<file path="src/rtl/can_pkg.sv">
// Shared CAN definitions: bus levels, standard fixed-field lengths and
// the state encoding of the fixed-field transmitter.
package can_pkg;

  localparam logic DOMINANT  = 1'b0;
  localparam logic RECESSIVE = 1'b1;

  localparam int unsigned SOF_LEN  = 1;
  localparam int unsigned EOF_LEN  = 7;
  localparam int unsigned IFS_LEN  = 3;
  localparam int unsigned FLAG_LEN = 6;

  typedef enum logic [1:0] {
    ST_IDLE      = 2'd0,
    ST_SYNC_WAIT = 2'd1,
    ST_SEND      = 2'd2,
    ST_DONE      = 2'd3
  } field_tx_state_t;

endpackage

</file>
<file path="src/rtl/can_field_tx.sv">
// Fixed-level CAN field transmitter (SOF, EOF, IFS, delimiters, flags):
// drives a run of identical bits, one per sample point, with optional readback check.
module can_field_tx
  import can_pkg::*;
#(
  parameter int MAX_LEN       = 11,
  parameter int LEN_W         = $clog2(MAX_LEN + 1),
  parameter bit STOP_ON_ERROR = 1'b1
) (
  input  logic             clock,
  input  logic             reset_n,
  input  logic             enable,
  input  logic             start,
  input  logic [LEN_W-1:0] field_len,
  input  logic             field_level,
  input  logic             wait_hard_sync,
  input  logic             apply_hard_sync,
  input  logic             sample_point,
  input  logic             rx_bit,
  input  logic             check_enable,
  input  logic             abort,
  output logic             tx_bit,
  output logic             field_active,
  output logic             field_done,
  output logic             bit_error,
  output logic [LEN_W-1:0] bit_count
);

  field_tx_state_t  state_q, state_d;
  logic [LEN_W-1:0] len_q, len_d;
  logic             level_q, level_d;
  logic             wait_q, wait_d;
  logic [LEN_W-1:0] bit_count_q, bit_count_d;
  logic             tx_bit_q, tx_bit_d;
  logic             field_active_q, field_active_d;
  logic             field_done_q, field_done_d;
  logic             bit_error_q, bit_error_d;
  logic             mismatch;

  always_comb begin
    // NOTE: every variable gets a default before any branch, so no path leaves one unassigned (no latches).
    state_d     = state_q;
    len_d       = len_q;
    level_d     = level_q;
    wait_d      = wait_q;
    bit_count_d = bit_count_q;
    bit_error_d = 1'b0;
    mismatch    = check_enable && (rx_bit != level_q);

    if (!enable) begin
      state_d = ST_IDLE;
      len_d   = '0;
      level_d = RECESSIVE;
      wait_d  = 1'b0;
    end else if (abort) begin
      state_d = ST_IDLE;
    end else begin
      unique case (state_q)
        ST_IDLE: begin
          if (start && (field_len != '0)) begin
            len_d   = (field_len > LEN_W'(MAX_LEN)) ? LEN_W'(MAX_LEN) : field_len;
            level_d = field_level;
            wait_d  = wait_hard_sync;
            state_d = wait_hard_sync ? ST_SYNC_WAIT : ST_SEND;
          end
        end
        ST_SYNC_WAIT: begin
          if (apply_hard_sync || !wait_q) state_d = ST_SEND;
        end
        ST_SEND: begin
          if (sample_point) begin
            bit_count_d = bit_count_q + LEN_W'(1);
            bit_error_d = mismatch;
            if (mismatch && STOP_ON_ERROR) state_d = ST_IDLE;
            else if (bit_count_q == len_q - LEN_W'(1)) state_d = ST_DONE;
          end
        end
        ST_DONE: state_d = ST_IDLE;
        default: state_d = ST_IDLE;
      endcase
    end

    // Counter is zero throughout IDLE and on the first cycle of SEND.
    if (state_d == ST_IDLE || (state_d == ST_SEND && state_q != ST_SEND)) bit_count_d = '0;

    tx_bit_d       = (state_d == ST_SEND) ? level_d : RECESSIVE;
    field_active_d = (state_d == ST_SEND);
    field_done_d   = (state_d == ST_DONE);
  end

  // NOTE: sequential state uses non-blocking assignments so all flops update together at the edge.
  always_ff @(posedge clock or negedge reset_n) begin
    if (!reset_n) begin
      state_q        <= ST_IDLE;
      len_q          <= '0;
      level_q        <= RECESSIVE;
      wait_q         <= 1'b0;
      bit_count_q    <= '0;
      tx_bit_q       <= RECESSIVE;
      field_active_q <= 1'b0;
      field_done_q   <= 1'b0;
      bit_error_q    <= 1'b0;
    end else begin
      state_q        <= state_d;
      len_q          <= len_d;
      level_q        <= level_d;
      wait_q         <= wait_d;
      bit_count_q    <= bit_count_d;
      tx_bit_q       <= tx_bit_d;
      field_active_q <= field_active_d;
      field_done_q   <= field_done_d;
      bit_error_q    <= bit_error_d;
    end
  end

  assign tx_bit       = tx_bit_q;
  assign field_active = field_active_q;
  assign field_done   = field_done_q;
  assign bit_error    = bit_error_q;
  assign bit_count    = bit_count_q;

endmodule

</file>
<file path="config.mk">
export PLATFORM = sky130hd
export DESIGN_NAME = can_field_tx
export DESIGN_NICKNAME = d
export VERILOG_FILES = /design/src/rtl/can_pkg.sv /design/src/rtl/can_field_tx.sv
export SDC_FILE = /design/constraint.sdc
export NUM_CORES = 1
export LEC_CHECK = 0
export CAP_MARGIN = 40
export CORE_MARGIN = 2
export CORE_UTILIZATION = 30
export DETAILED_ROUTE_END_ITERATION = 12
export PLACE_DENSITY_LB_ADDON = 0.08
export SYNTH_ARGS = -nofsm -noshare
export SYNTH_HDL_FRONTEND = slang
export SYNTH_SLANG_ARGS = --single-unit
</file>
<file path="constraint.sdc">
create_clock -name clock -period 2.4 [get_ports clock]
set_input_delay 0.72 -clock clock [delete_from_list [all_inputs] [get_ports clock]]
set_output_delay 0.72 -clock clock [all_outputs]
set_load 0.05 [all_outputs]
</file>
# Word-level counts from Yosys, hierarchy flattened
# Cells that the tools add are included.
dict set report classes {
  n_reduce_logical 14
  n_mux 32
  order_cmp 1
  add_sub_neg 2
  eq_ne 12
}
# operator n
set op_table {}
lappend op_table {{$mux 4} 10}
lappend op_table {{$mux 2} 8}
lappend op_table {{$mux 1} 13}
lappend op_table {{$eq 2x2->1 const B} 4}
lappend op_table {{$pmux 2 s4} 1}
lappend op_table {{$ne 2x1->1 const B} 3}
lappend op_table {{$reduce_bool 2->1} 3}
lappend op_table {{$add 4x1->4 const B} 1}
lappend op_table {{$eq 4x4->1} 1}
lappend op_table {{$gt 4x4->1 const B} 1}
lappend op_table {{$logic_not 2->1} 2}
lappend op_table {{$ne 2x2->1 const B} 2}
lappend op_table {{$reduce_and 4->1} 1}
lappend op_table {{$reduce_bool 4->1} 1}
lappend op_table {{$sub 4x1->4 const B} 1}
lappend op_table {{$logic_and 1x1->1} 3}
lappend op_table {{$reduce_and 3->1} 1}
lappend op_table {{$eq 2x1->1 const B} 1}
lappend op_table {{$logic_or 1x1->1} 2}
lappend op_table {{$logic_not 1->1} 1}
lappend op_table {{$ne 1x1->1} 1}
dict set report totals {
  elab_cells 70
  output_inout_bits 8
  regBits 16
}

# Logic depth before layout (Yosys ltp)
# Gate-level depths: netlist of run 1.
dict set report logic_depth {
  ltp_word 13
  mapped_depth 6
  depth_no_buf 6
}

# Least setup slack after synthesis of run 1
# Ideal clock, no wire load.
dict set report synth_path {
  kind {reg-to-reg}
  from {register bit_count_q[2] (netlist: bit_count[2])}
  to {register field_active_q (netlist: field_active)}
  setup_ns 0.066
  slack_ns 0.660
  stages_incl_launch_ff 5
  arrival_time_ns 1.674
  path_cell_list {dfrtp_1 > xnor3_1 > and4_1 > a31oi_4 > and2_1}
}
dict set report synth_via {
  elab_chain_len 8
}
# element line_no
set synth_rtl {}
lappend synth_rtl {{from (decl)} can_field_tx.sv:33} ;# logic [LEN_W-1:0] bit_count_q, bit_count_d;
lappend synth_rtl {{from (signal assigned)} can_field_tx.sv:108} ;# bit_count_q <= bit_count_d;
lappend synth_rtl {{$eq 4x4->1} can_field_tx.sv:75} ;# else if (bit_count_q == len_q - LEN_W'(1)) state_d = ST_DONE;
lappend synth_rtl {{$mux 2} can_field_tx.sv:75}
lappend synth_rtl {{$mux 2} can_field_tx.sv:74} ;# if (mismatch && STOP_ON_ERROR) state_d = ST_IDLE;
lappend synth_rtl {{$mux 2} can_field_tx.sv:71} ;# if (sample_point) begin
lappend synth_rtl {{$pmux 2 s4} can_field_tx.sv:58} ;# unique case (state_q)
lappend synth_rtl {{$mux 2} can_field_tx.sv:55} ;# end else if (abort) begin
lappend synth_rtl {{$mux 2} can_field_tx.sv:50} ;# if (!enable) begin
lappend synth_rtl {{$eq 2x2->1} can_field_tx.sv:87} ;# field_active_d = (state_d == ST_SEND);
lappend synth_rtl {{net field_active_d} can_field_tx.sv:35} ;# logic field_active_q, field_active_d;
lappend synth_rtl {{to (signal assigned)} can_field_tx.sv:110} ;# field_active_q <= field_active_d;
lappend synth_rtl {{to (decl)} can_field_tx.sv:35}
# The timed path passes the listed nets, and every way through them passes these cells.
# A chain may end at the register's enable or synchronous reset.

# Final worst setup path of run 1
dict set report layout_path {
  from {register bit_count_q[0] (netlist: bit_count[0])}
  to {output port bit_count[0]}
}
# element line_no
set layout_rtl {}
lappend layout_rtl {{to (decl)} can_field_tx.sv:26} ;# output logic [LEN_W-1:0] bit_count
# No word-level cell between the ends.

==> results.tsv, run 1 <==
stage	metric	value	unit
yosys	synth-seq-cells	16	
yosys	yosysWarnings	0	
place	place_inst	131	
place	dp.final_hpwl	1410	um
timing	finalMaxSlewViolations	0	
timing	rsz0062_at_grt	no	
cells_and_area	antenna_cells	0	
yosys	yosys.area.top_type	dfrtp_1	
route	firstDrtPassIters	4	
worst_setup_path	r2r_cells	6	
global_route	grtUsageTotal	12.3	%
cells_and_area	nFillCells	277	
hold_path	min_from	wait_q	
worst_setup_path	arrival	1.58	ns
floorplan	dieArea	3350	um^2
route	wl_per_cell	13.0	um
yosys	post-synth-top-count-cell	dfrtp_1	
yosys	synth_ff_type	dfrtp_1	
power_and_ir_drop	p_switching	137	uW
timing	fin_hold_ws	0.529	ns
cts	cts_tree	built	
yosys	synth-async-reset-ratio	100	%
timing	tightest_slew	0.505	ns
worst_setup_path	crit_buf_inv	1	
floorplan	die_h	57.9	um
worst_setup_path	worstPathRequired	1.68	ns
cts	holdBufCountCts	0	
floorplan	core_area	2760	um^2
route	drtAntennaViolNets	0	
route	routed_wl	1760	um
cells_and_area	nNetsFinal	122	
yosys	postSynthAreaPerCell	11.8	um^2
cts	clock_latency	0.29	ns
hold_path	worst_hold_path.endpoint	wait_q	
cells_and_area	final_core_util	43.3	%
global_route	grt_pass1_wl	3040	um
route	drcViolationCount	0	
power_and_ir_drop	internal_power	422	uW
yosys	synth_area_leaders	dfrtp_1 40%, dfstp_2 6.0%, xor2_1 6.0%, o41ai_4 3.2%, o2bb2ai_1 3.0%	
worst_setup_path	path_delay_family	buffers and inverters	
global_route	grt_pass1_vias	654	
global_route	antenna_found_initial	0	
global_route	grt_overflow	0	
worst_setup_path	slowest_delay	0.84	ns
yosys	syn_nets	91	
power_and_ir_drop	clock_power_share	31.8	%
cts	numCtsBuffers	3	
cells_and_area	syn_to_final_growth	37.1	%
cells_and_area	drive_gt1_share	16.3	%
yosys	synth.top_cell.area_share	40.2	%
run_status	status	finished clean	
worst_setup_path	worstSetupPathType	register to primary output	
place	io_buffers	22	
cts	htreeDepth	1	
cts	clk_pin_slew	0.09	ns
worst_setup_path	startpoint_type	register	
timing	clock_skew	0.00582	ns
power_and_ir_drop	p_total	559	uW
flow_run	maxCapViolCount	0	
floorplan	initial_utilization	31.6	%
timing	fmax	435	MHz
power_and_ir_drop	power.density	468	nW/um^2
yosys	synthTopCellsByCount	14 x dfrtp_1, 6 x xor2_1, 5 x inv_1, 5 x nor2_1	
timing	setup_viol	0	
timing	setup_tns	0	ns
timing	timing_hold_violations_final	0	
cts	postCtsSetupBuffers	0	
route	drtIter0Drc	3	
cts	clockBufferDepth	2	
power_and_ir_drop	power_frac_seq	50.9	%
hold_path	min_path_cells	1	
worst_setup_path	rr_startpoint	len_q[0]	
power_and_ir_drop	p_comb_share	17.4	%
yosys	synth_cell_types	35	
floorplan	io_pins	23	
route	via_per_inst	5.01	
global_route	grt_max_degree	17	
timing	fin_crit	2.30	ns
yosys	netlist_area	871	um^2
cts	cts.sinks	16	
power_and_ir_drop	irDropWorstVdd	0.000311	V
worst_setup_path	path_max_fanout	5	
floorplan	placementRows	19	
timing	period_share	95.8	%
floorplan	dieWidth	57.9	um
worst_setup_path	endpoint_kind	primary output	
yosys	synth-edff-count	0	
cts	cts_resized	0	
cells_and_area	instances_no_fill	135	
worst_setup_path	r2r_setup_slack	0.71	ns
yosys	synthCells	74	
worst_setup_path	path_cells	clkdlybuf4s50_1	
timing	max_slew_margin	66.2	%
worst_setup_path	slowest_stage	clkdlybuf4s50_1	
hold_path	worstHoldPathType	register to register	
cts	clock-root-buffer	clkbuf_4	
worst_setup_path	reg2reg_to	field_active	
place	place.gp.congestion	0.707	
yosys	synth_seq_area_share	46.3	%
route	vias	676	
power_and_ir_drop	swShare	24.6	%
power_and_ir_drop	p_leak	0.000513	uW
area by class of cell:
| type | instances | area, um^2 | share of cell area [%] |
|---|---|---|---|
| Tap cell | 31 | 38.8 | 3.25 |
| Inverter | 5 | 18.8 | 1.57 |
| Multi-Input combinational cell | 53 | 449 | 37.6 |
| Clock buffer | 4 | 36.3 | 3.04 |
| Timing Repair Buffer | 26 | 248 | 20.8 |
| Sequential cell | 16 | 403 | 33.8 |
cell usage in the layout (no fill, tap or decap), drive strengths merged, types with 3 or more instances in the layout:
| cell | count |
|---|---|
| xor2 | 6 |
| dfrtp | 14 |
| clkbuf | 4 |
| o2bb2ai | 3 |
| nor2b | 4 |
| buf | 5 |
| clkdlybuf4s50 | 21 |
| inv | 5 |
| nor2 | 5 |
sequential cells by signal, summed over array words and instances (netlist names):
signal        flops
bit_count         4
bit_error         1
field_active      1
field_done        1
len_q             4
level_q           1
state_q           2
tx_bit            1
wait_q            1
cells by family (layout without fill, tap and decap cells):
| group | Yosys count | count (layout) | synth area share (%) |
|---|---|---|---|
| multiplexers | 2 | 2 | 2.30 |
| buffers and inverters | 5 | 35 | 2.16 |
| AO/OA/AOI/OAI | 14 | 14 | 16.8 |
| flip-flops | 16 | 16 | 46.3 |
| AND/OR/NAND/NOR | 26 | 26 | 19.0 |
| XOR/XNOR | 9 | 9 | 10.6 |
| adder cells (fa/ha/maj) | 2 | 2 | 2.87 |
worst max path at each step:
stage,startpoint,end,slack (ns),cells after the start
after floorplan,bit_count[2],field_active,0.66,4
after global placement,field_len[3],field_active,0.05,5
after detailed placement,field_len[3],tx_bit,0.04,5
after CTS,bit_count[0],bit_count[0],0.09,1
after global routing,bit_count[0],bit_count[0],0.04,1
final,bit_count[0],bit_count[0],0.10,1
power by group through the flow:
stage               Clock [uW]  Combinational (uW)  Sequential [uW]
finish                     178                97.1              284
global route               202                 107              285
CTS                        184                98.5              284
detailed placement           0                98.2              289
global placement             0                97.8              290
floorplan                    0                45.1              291
layer usage:
layer / GRT usage [%] / part of all wire, % / wire length [um]
met3: 4.24 / 4.7 / 82
met4: 3.99 / 0.85 / 15
met2: 19.2 / 47 / 822
met5: 0 / 0 / 0
met1: 16.1 / 48 / 840
per-stage QoR:
step | instance area [um^2] | worst slack [ns]
floorplan | 871 | 0.660
global placement | 1160 | 0.0490
detailed placement | 1160 | 0.0433
CTS | 1190 | 0.0883
global route | 1190 | 0.0401
finish | 1190 | 0.101
(Power assumes the default switching activity.)
==> run 2, diff against run 1 <==
- CORE_UTILIZATION: 30 -> 50
==> run 2 against run 1 <==
Net effect: fmax shrank 1.0%; hold slack worse by 0.016 ns; via count shrank 0.89%; clock skew decreased by 0.0026 ns; core utilization increased by 26 points.
==> results.tsv, run 2 (same netlist as run 1, synthesis figures left out) <==
stage	metric	value	unit	change
timing	fin_crit	2.32	ns	+0.0238 ns
place	io_buffers	22		unchanged
floorplan	dieArea	2090	um^2	-38%
power_and_ir_drop	power_frac_seq	51.1	%	+0.2 points
timing	timing_hold_violations_final	0		unchanged
route	firstDrtPassIters	2		-2
global_route	use_met2	32.4	%	+13 points
timing	setup_tns	0	ns	unchanged
power_and_ir_drop	p_switching	136	uW	-1.3%
floorplan	core_area	1690	um^2	-39%
cells_and_area	nNetsFinal	122		unchanged
power_and_ir_drop	p_leak	0.000514	uW	about the same
global_route	grt_max_degree	17		unchanged
timing	clock_skew	0.00318	ns	-0.00264 ns
global_route	grtUsageTotal	18.0	%	+5.7 points
route	via_per_inst	5.54		+11%
cts	clockBufferDepth	2		unchanged
route	drtIter0Drc	4		+1
hold_path	worstHoldPathType	register to register		
place	place.gp.congestion	0.760		+7.4%
cts	numCtsBuffers	3		unchanged
route	wl_per_cell	13.9	um	+6.6%
global_route	grt_pass1_wl	2700	um	-11%
flow_run	maxCapViolCount	0		unchanged
power_and_ir_drop	internal_power	421	uW	about the same
cts	clock_latency	0.28	ns	about the same
worst_setup_path	path_max_fanout	1		-4
worst_setup_path	endpoint_kind	primary output		
cells_and_area	final_core_util	69.8	%	+26 points
global_route	grt_pass1_vias	672		+2.8%
worst_setup_path	worstPathRequired	1.68	ns	about the same
floorplan	io_pins	23		unchanged
cts	clock-root-buffer	clkbuf_4		
cts	cts_tree	built		
timing	tightest_slew	0.508	ns	+0.00242 ns
global_route	gr-usage-met3	4.37	%	+0.12 points
cells_and_area	mostFrequentLayoutCells	22 x clkdlybuf4s50_1, 14 x dfrtp_1, 6 x xor2_1		
cells_and_area	syn_to_final_growth	35.3	%	
timing	fmax	430	MHz	-1.0%
cells_and_area	nFillCells	133		-52%
power_and_ir_drop	clock_power_share	31.5	%	-0.3 points
worst_setup_path	path_cells	clkdlybuf4s50_1		
worst_setup_path	worstSetupPathType	register to primary output		
power_and_ir_drop	swShare	24.3	%	-0.24 points
timing	finalMaxSlewViolations	0		unchanged
power_and_ir_drop	irDropWorstVdd	0.000373	V	+20%
global_route	grt_overflow	0		unchanged
route	routed_wl	1680	um	-4.5%
floorplan	initial_utilization	51.6	%	+20 points
global_route	top_usage_layer	met2		
worst_setup_path	arrival	1.60	ns	+0.02 ns
cts	cts_resized	0		unchanged
worst_setup_path	startpoint_type	register		
timing	rsz0062_at_grt	no		
cells_and_area	drive_gt1_share	15.4	%	-0.96 points
floorplan	dieWidth	45.7	um	-21%
floorplan	placementRows	15		-4
cts	htreeDepth	1		unchanged
route	vias	670		-0.89%
cts	cts.sinks	16		unchanged
floorplan	die_h	45.7	um	-21%
route	drtAntennaViolNets	0		unchanged
cts	holdBufCountCts	0		unchanged
route	drcViolationCount	0		unchanged
timing	setup_viol	0		unchanged
timing	period_share	96.8	%	+0.99 points
cells_and_area	layout_commonest_cell	clkdlybuf4s50_1		
timing	max_slew_margin	66.0	%	-0.16 points
cells_and_area	antenna_cells	0		unchanged
worst_setup_path	slowest_delay	0.80	ns	-0.04 ns
cts	postCtsSetupBuffers	0		unchanged
power_and_ir_drop	power.density	472	nW/um^2	+0.92%
worst_setup_path	path_delay_family	buffers and inverters		
run_status	status	finished clean		
worst_setup_path	crit_buf_inv	1		unchanged
global_route	antenna_found_initial	0		unchanged
power_and_ir_drop	p_comb_share	17.4	%	about the same
worst_setup_path	slowest_stage	clkdlybuf4s50_1		
cts	clk_pin_slew	0.09	ns	about the same
global_route	grt_util_met1	21.2	%	+5.0 points
[run 2: layer usage]
metal	vias up	part of all wire (%)
met2	12	52
met4	0	0
met5	-	0
met1	324	45
met3	0	3.6
li1	334	-
[run 2: area by class of cell]
cell class              instances  area (um^2)  area share [%]
flip-flops and latches         16          403            34.2
multi-input cells              53          449            38.1
well taps                      17         21.3            1.80
inverters                       5         18.8            1.59
repair buffers                 26          250            21.2
clock buffers                   4         36.3            3.08
[run 2: final timing paths]
check,from,endpoint,slack [ns],cells past startpoint
setup / recovery,tx_bit,tx_bit,0.08,1
hold / removal,wait_q,wait_q,0.51,1
setup reg to reg,len_q[0],field_active,0.70,6
hold reg to reg,wait_q,wait_q,0.51,1
max in group asynchronous,reset_n,tx_bit,1.41,2
min in group asynchronous,reset_n,bit_count[3],0.75,2
[run 2: metrics by stage]
step	total power, uW	instance area, um^2	hold WS (ns)	instances	worst slack (ns)
2_1_floorplan	336	871	0.424	74	0.660
3_3_place_gp	385	1140	0.486	117	0.0810
3_5_place_dp	387	1140	0.493	117	0.0495
4_1_cts	564	1180	0.519	121	0.0590
5_1_grt	585	1180	0.544	121	0.0280
6_report	557	1180	0.512	121	0.0768
[run 2: power groups by stage]
stage	clock network (uW)	registers [uW]	logic [uW]
finish	176	284	97.0
detailed placement	0	289	97.6
floorplan	0	291	45.1
global route	194	285	106
global placement	0	289	95.9
CTS	181	284	98.4
==> RTL change 1: new RTL, config.mk and constraints of run 1 <==
Encoding of `field_tx_state_t`: now one-hot (4 bits for 4 states).
--- a/src/rtl/can_pkg.sv
+++ b/src/rtl/can_pkg.sv
@@ -10,11 +10,11 @@
   localparam int unsigned IFS_LEN  = 3;
   localparam int unsigned FLAG_LEN = 6;
 
-  typedef enum logic [1:0] {
-    ST_IDLE      = 2'd0,
-    ST_SYNC_WAIT = 2'd1,
-    ST_SEND      = 2'd2,
-    ST_DONE      = 2'd3
+  typedef enum logic [3:0] {
+    ST_IDLE      = 4'b0001,
+    ST_SYNC_WAIT = 4'b0010,
+    ST_SEND      = 4'b0100,
+    ST_DONE      = 4'b1000
   } field_tx_state_t;
 
 endpackage
Formal check against the unedited RTL: same outputs for any inputs over 10 cycles, from zero or initial values and one cycle with reset_n low; not proved beyond that.
==> RTL change 1 against run 1 <==
  * Routed wire length up 20%
  * Count of clock-buffer cells in the layout unchanged
  * Sequential cell count increased by 2
  * Critical path depth is the same
  * Clock skew decreased by 0.0041 ns
  * Critical endpoint unchanged
  * Via count rose by 17%
  * Synthesized cell count rose by 23%
  * Design area is 13% higher
  * Synthesized area grew 14%
  * Worst hold slack better by 0.050 ns
  * Setup slack worse by 0.018 ns
  * Non-clock buffer count increased by 2
  * Power rose by 12%
==> RTL change 1: results (changes against run 1) <==
INFO  metric buffers = 28 (+7.7%)
INFO  metric fmaxAchievable = 0.431 GHz (-0.79%)
INFO  metric synthesis.nets = 108 (+19%)
INFO  metric n_multi_input_combinational_cell = 71 (+34%)
INFO  metric reg2reg_to = tx_bit
INFO  metric synth.area.top_cells = sky130_fd_sc_hd__dfrtp_1 (38%), sky130_fd_sc_hd__dfstp_2 (7.9%), sky130_fd_sc_hd__xor2_1 (7.0%)
INFO  metric grtUsageTotal = 13.3% (+1.0 points)
INFO  metric finalWirelength = 2.12 mm (+20%)
INFO  metric hold_depth = 2 (+1)
INFO  metric setup.reg_to_reg.worst_slack = 0.49 ns (-0.22 ns)
INFO  metric status = complete, no violations
INFO  metric tightestPinTransition = 0.499 ns (-0.00623 ns)
INFO  metric ff2ff_path_depth = 4 (-2)
INFO  metric seq_area_share = 33.6% (-0.11 points)
INFO  metric synth_fa_ha_area_share = 2.51% (-0.36 points)
INFO  metric pin_count_of_the_biggest_net_entering_global_routing = 12 (-5)
INFO  metric synth.yosys.seq_area_share = 45.6% (-0.66 points)
INFO  metric core-area = 3100 um^2 (+13%)
INFO  metric synth_common_cells = sky130_fd_sc_hd__dfrtp_1 (15), sky130_fd_sc_hd__nor2_1 (10), sky130_fd_sc_hd__xor2_1 (8)
INFO  metric vias_in_the_first_global_route = 830 (+27%)
INFO  metric rr_startpoint = state_q[0]
INFO  metric final_cell_count_no_fill = 167 (+24%)
INFO  metric clockNetworkAreaShare = 2.69% (-0.35 points)
INFO  metric cp_data_arrival_time = 1.60 ns (+0.02 ns)
INFO  metric register_bit_total_from_synthesis = 18 (+2)
INFO  metric inverters_excl_clock = 2 (-3)
INFO  metric drt-initial-drc-count = 17 (+14)
INFO  metric yosys.area_share.xor_xnor = 8.79% (-1.8 points)
INFO  metric placedCellCount = 163 (+24%)
INFO  metric leakage = 0.592 nW (+15%)
INFO  metric synth_cells = 91 (+23%)
INFO  metric area_taken_by_multi_input_logic_gates = 534 um^2 (+19%)
INFO  metric vdd_ir_drop_max = 0.000203 V (-35%)
INFO  metric synthDistinctLibCells = 30 (-14%)
INFO  metric grt_first_pass_wirelength = 3.56 mm (+17%)
INFO  metric place_congestion = 0.786 (+11%)
INFO  metric drive_gt1_share = 17.1% (+0.73 points)
INFO  metric route.vias.total = 792 (+17%)
INFO  metric fill_cells = 325 (+17%)
RTL change 1: cell types whose count changed after synthesis, moves of 3 or more:
cell,delta
sky130_fd_sc_hd__nand2_1,+3
sky130_fd_sc_hd__o211a_1,+4
sky130_fd_sc_hd__mux2i_1,+3
sky130_fd_sc_hd__o2bb2ai_1,-3
sky130_fd_sc_hd__nand3_1,+4
sky130_fd_sc_hd__a21oi_1,+5
sky130_fd_sc_hd__inv_1,-3
sky130_fd_sc_hd__nor2_1,+5
RTL change 1: layer usage:
| metal | vias to the layer above | wire length (um) | global-route usage, % |
|---|---|---|---|
| met3 | 5 | 91 | 2.73 |
| met1 | 376 | 987 | 16.0 |
| li1 | 394 | - | - |
| met4 | 0 | 47 | 7.29 |
| met5 | - | 0 | 0 |
| met2 | 17 | 992 | 22.3 |
RTL change 1: power by group:
group,internal [mW],switching (mW)
combinational,0.0593,0.0536
sequential,0.313,0.00757
clock,0.0926,0.0981
==> RTL change 2: new RTL, flow settings as in run 1 <==
Made on the original files. Set the parameter `MAX_LEN` to 13 (it was 11).
--- a/src/rtl/can_field_tx.sv
+++ b/src/rtl/can_field_tx.sv
@@ -3,7 +3,7 @@
 module can_field_tx
   import can_pkg::*;
 #(
-  parameter int MAX_LEN       = 11,
+  parameter int MAX_LEN       = 13,
   parameter int LEN_W         = $clog2(MAX_LEN + 1),
   parameter bit STOP_ON_ERROR = 1'b1
 ) (
Function: no difference found for any inputs over 10 cycles, from zero or initial values and one cycle with reset_n low; that may be too few to reach the edited logic, so the function may still have changed.
==> RTL change 2 against run 1 <==
  * Power is 1.7% higher
  * Maximum frequency fell by 0.15%
  * Setup slack worse by 0.0034 ns
  * Synthesized area grew 2.4%
  * Sequential cell count stayed put
  * Worst hold slack improved by 0.0065 ns
  * Design area grew 5.1%
  * Routed wire length up 6.8%
  * First-iteration DRC count rose to 3.0 times the old value
  * Largest cell class unchanged
==> RTL change 2: results (changes against run 1) <==
INFO  metric finalWirelength = 1.88 mm (+6.8%)
INFO  metric synth_common_cells = sky130_fd_sc_hd__dfrtp_1 (14), sky130_fd_sc_hd__nand2_1 (10)
INFO  metric grt_first_pass_wirelength = 3.31 mm (+8.9%)
INFO  metric final_core_util = 45.1% (+1.8 points)
INFO  metric cp_data_arrival_time = 1.58 ns (about the same)
INFO  metric place.detailed.hpwl = 1.51 mm (+6.7%)
INFO  metric grtUsageTotal = 13.1% (+0.77 points)
INFO  metric synthesis.nets = 101 (+11%)
INFO  metric place_congestion = 0.804 (+14%)
INFO  metric skew = 0.00736 ns (+0.00154 ns)
INFO  metric vias_in_the_first_global_route = 713 (+9.0%)
INFO  metric synthDistinctLibCells = 33 (-5.7%)
INFO  metric synth_cells = 84 (+14%)
INFO  metric drive_gt1_share = 20.2% (+3.8 points)
INFO  metric fill_cells = 279 (+0.72%)
INFO  metric clkSlewWorstSetupHoldPaths = 0.10 ns
INFO  metric timing.slew.headroom = 67.1% (+0.91 points)
INFO  metric post-place-ws = -0.0115 ns (-0.0548 ns)
INFO  metric vdd_ir_drop_max = 0.000330 V (+6.2%)
INFO  metric wl_per_cell = 12.5 um (-3.9%)
INFO  metric drt-initial-drc-count = 9 (+6)
INFO  metric worst_skew_pair.late_latency = 0.29 ns (about the same)
INFO  metric status = complete, no violations
INFO  metric placedCellCount = 146 (+11%)
INFO  metric leakage = 0.512 nW (-0.25%)
INFO  metric synth.yosys.seq_area_share = 45.2% (-1.1 points)
INFO  metric synth.area.top_cells = sky130_fd_sc_hd__dfrtp_1 (39%), sky130_fd_sc_hd__dfstp_2 (5.9%), sky130_fd_sc_hd__xnor2_1 (4.9%)
INFO  metric min-delay-path-class = flop to flop
INFO  metric viasPerCell = 4.92 (-1.7%)
INFO  metric place_area = 1220 um^2 (+5.3%)
INFO  metric cp_top_family = buffers and inverters
[RTL change 2: changes by cell type after synthesis, sizes merged, moves of 2 or more]
cell,before,now
nand2,2,11
nor2b,4,0
a21oi,2,5
nand2b,2,5
nand3,1,4
o2bb2ai,3,0
xnor2,2,5
a22o,2,0
a311oi,0,2
nor4b,0,2
[RTL change 2: per-layer routing]
| metal | track usage [%] | up-vias | routed length [um] |
|---|---|---|---|
| li1 | - | 367 | - |
| met1 | 17.3 | 348 | 895 |
| met2 | 19.7 | 19 | 853 |
| met3 | 3.08 | 4 | 94 |
| met4 | 6.98 | 0 | 38 |
| met5 | 0 | - | 0 |
[RTL change 2: layout make-up]
| class | count | share of cell area [%] |
|---|---|---|
| flip-flops and latches | 16 | 32.1 |
| repair buffers | 32 | 23.3 |
| well taps | 31 | 3.09 |
| clock buffers | 4 | 2.89 |
| inverters | 4 | 1.20 |
| multi-input cells | 63 | 37.4 |
[RTL change 2: power breakdown]
group | internal, mW | total [mW] | switching, mW | leakage, nW
clock | 0.0923 | 0.178 | 0.0857 | 0.0210
sequential | 0.278 | 0.285 | 0.00663 | 0.214
combinational | 0.0570 | 0.106 | 0.0487 | 0.277
[RTL change 2: cell families (layout without fill, tap and decap cells)]
group	after synthesis	in the layout	share of synthesized area (%)
simple gates	36	36	26.9
flops	16	16	45.2
compound gates	14	14	11.9
xor+xnor	10	10	9.82
buf+inv	5	40	2.24
fa+ha+maj	2	2	2.80
mux	1	1	1.12
[RTL change 2: path summary, 6_finish.rpt]
path	start	end	slack [ns]	cells past startpoint
worst max-delay path	bit_count[0]	bit_count[0]	0.1	1
worst min-delay path	wait_q	wait_q	0.54	2
worst max register to register	level_q	tx_bit	0.69	4
worst min register to register	wait_q	wait_q	0.54	2
max in group asynchronous	reset_n	tx_bit	1.41	2
min in group asynchronous	reset_n	bit_count[0]	0.74	2
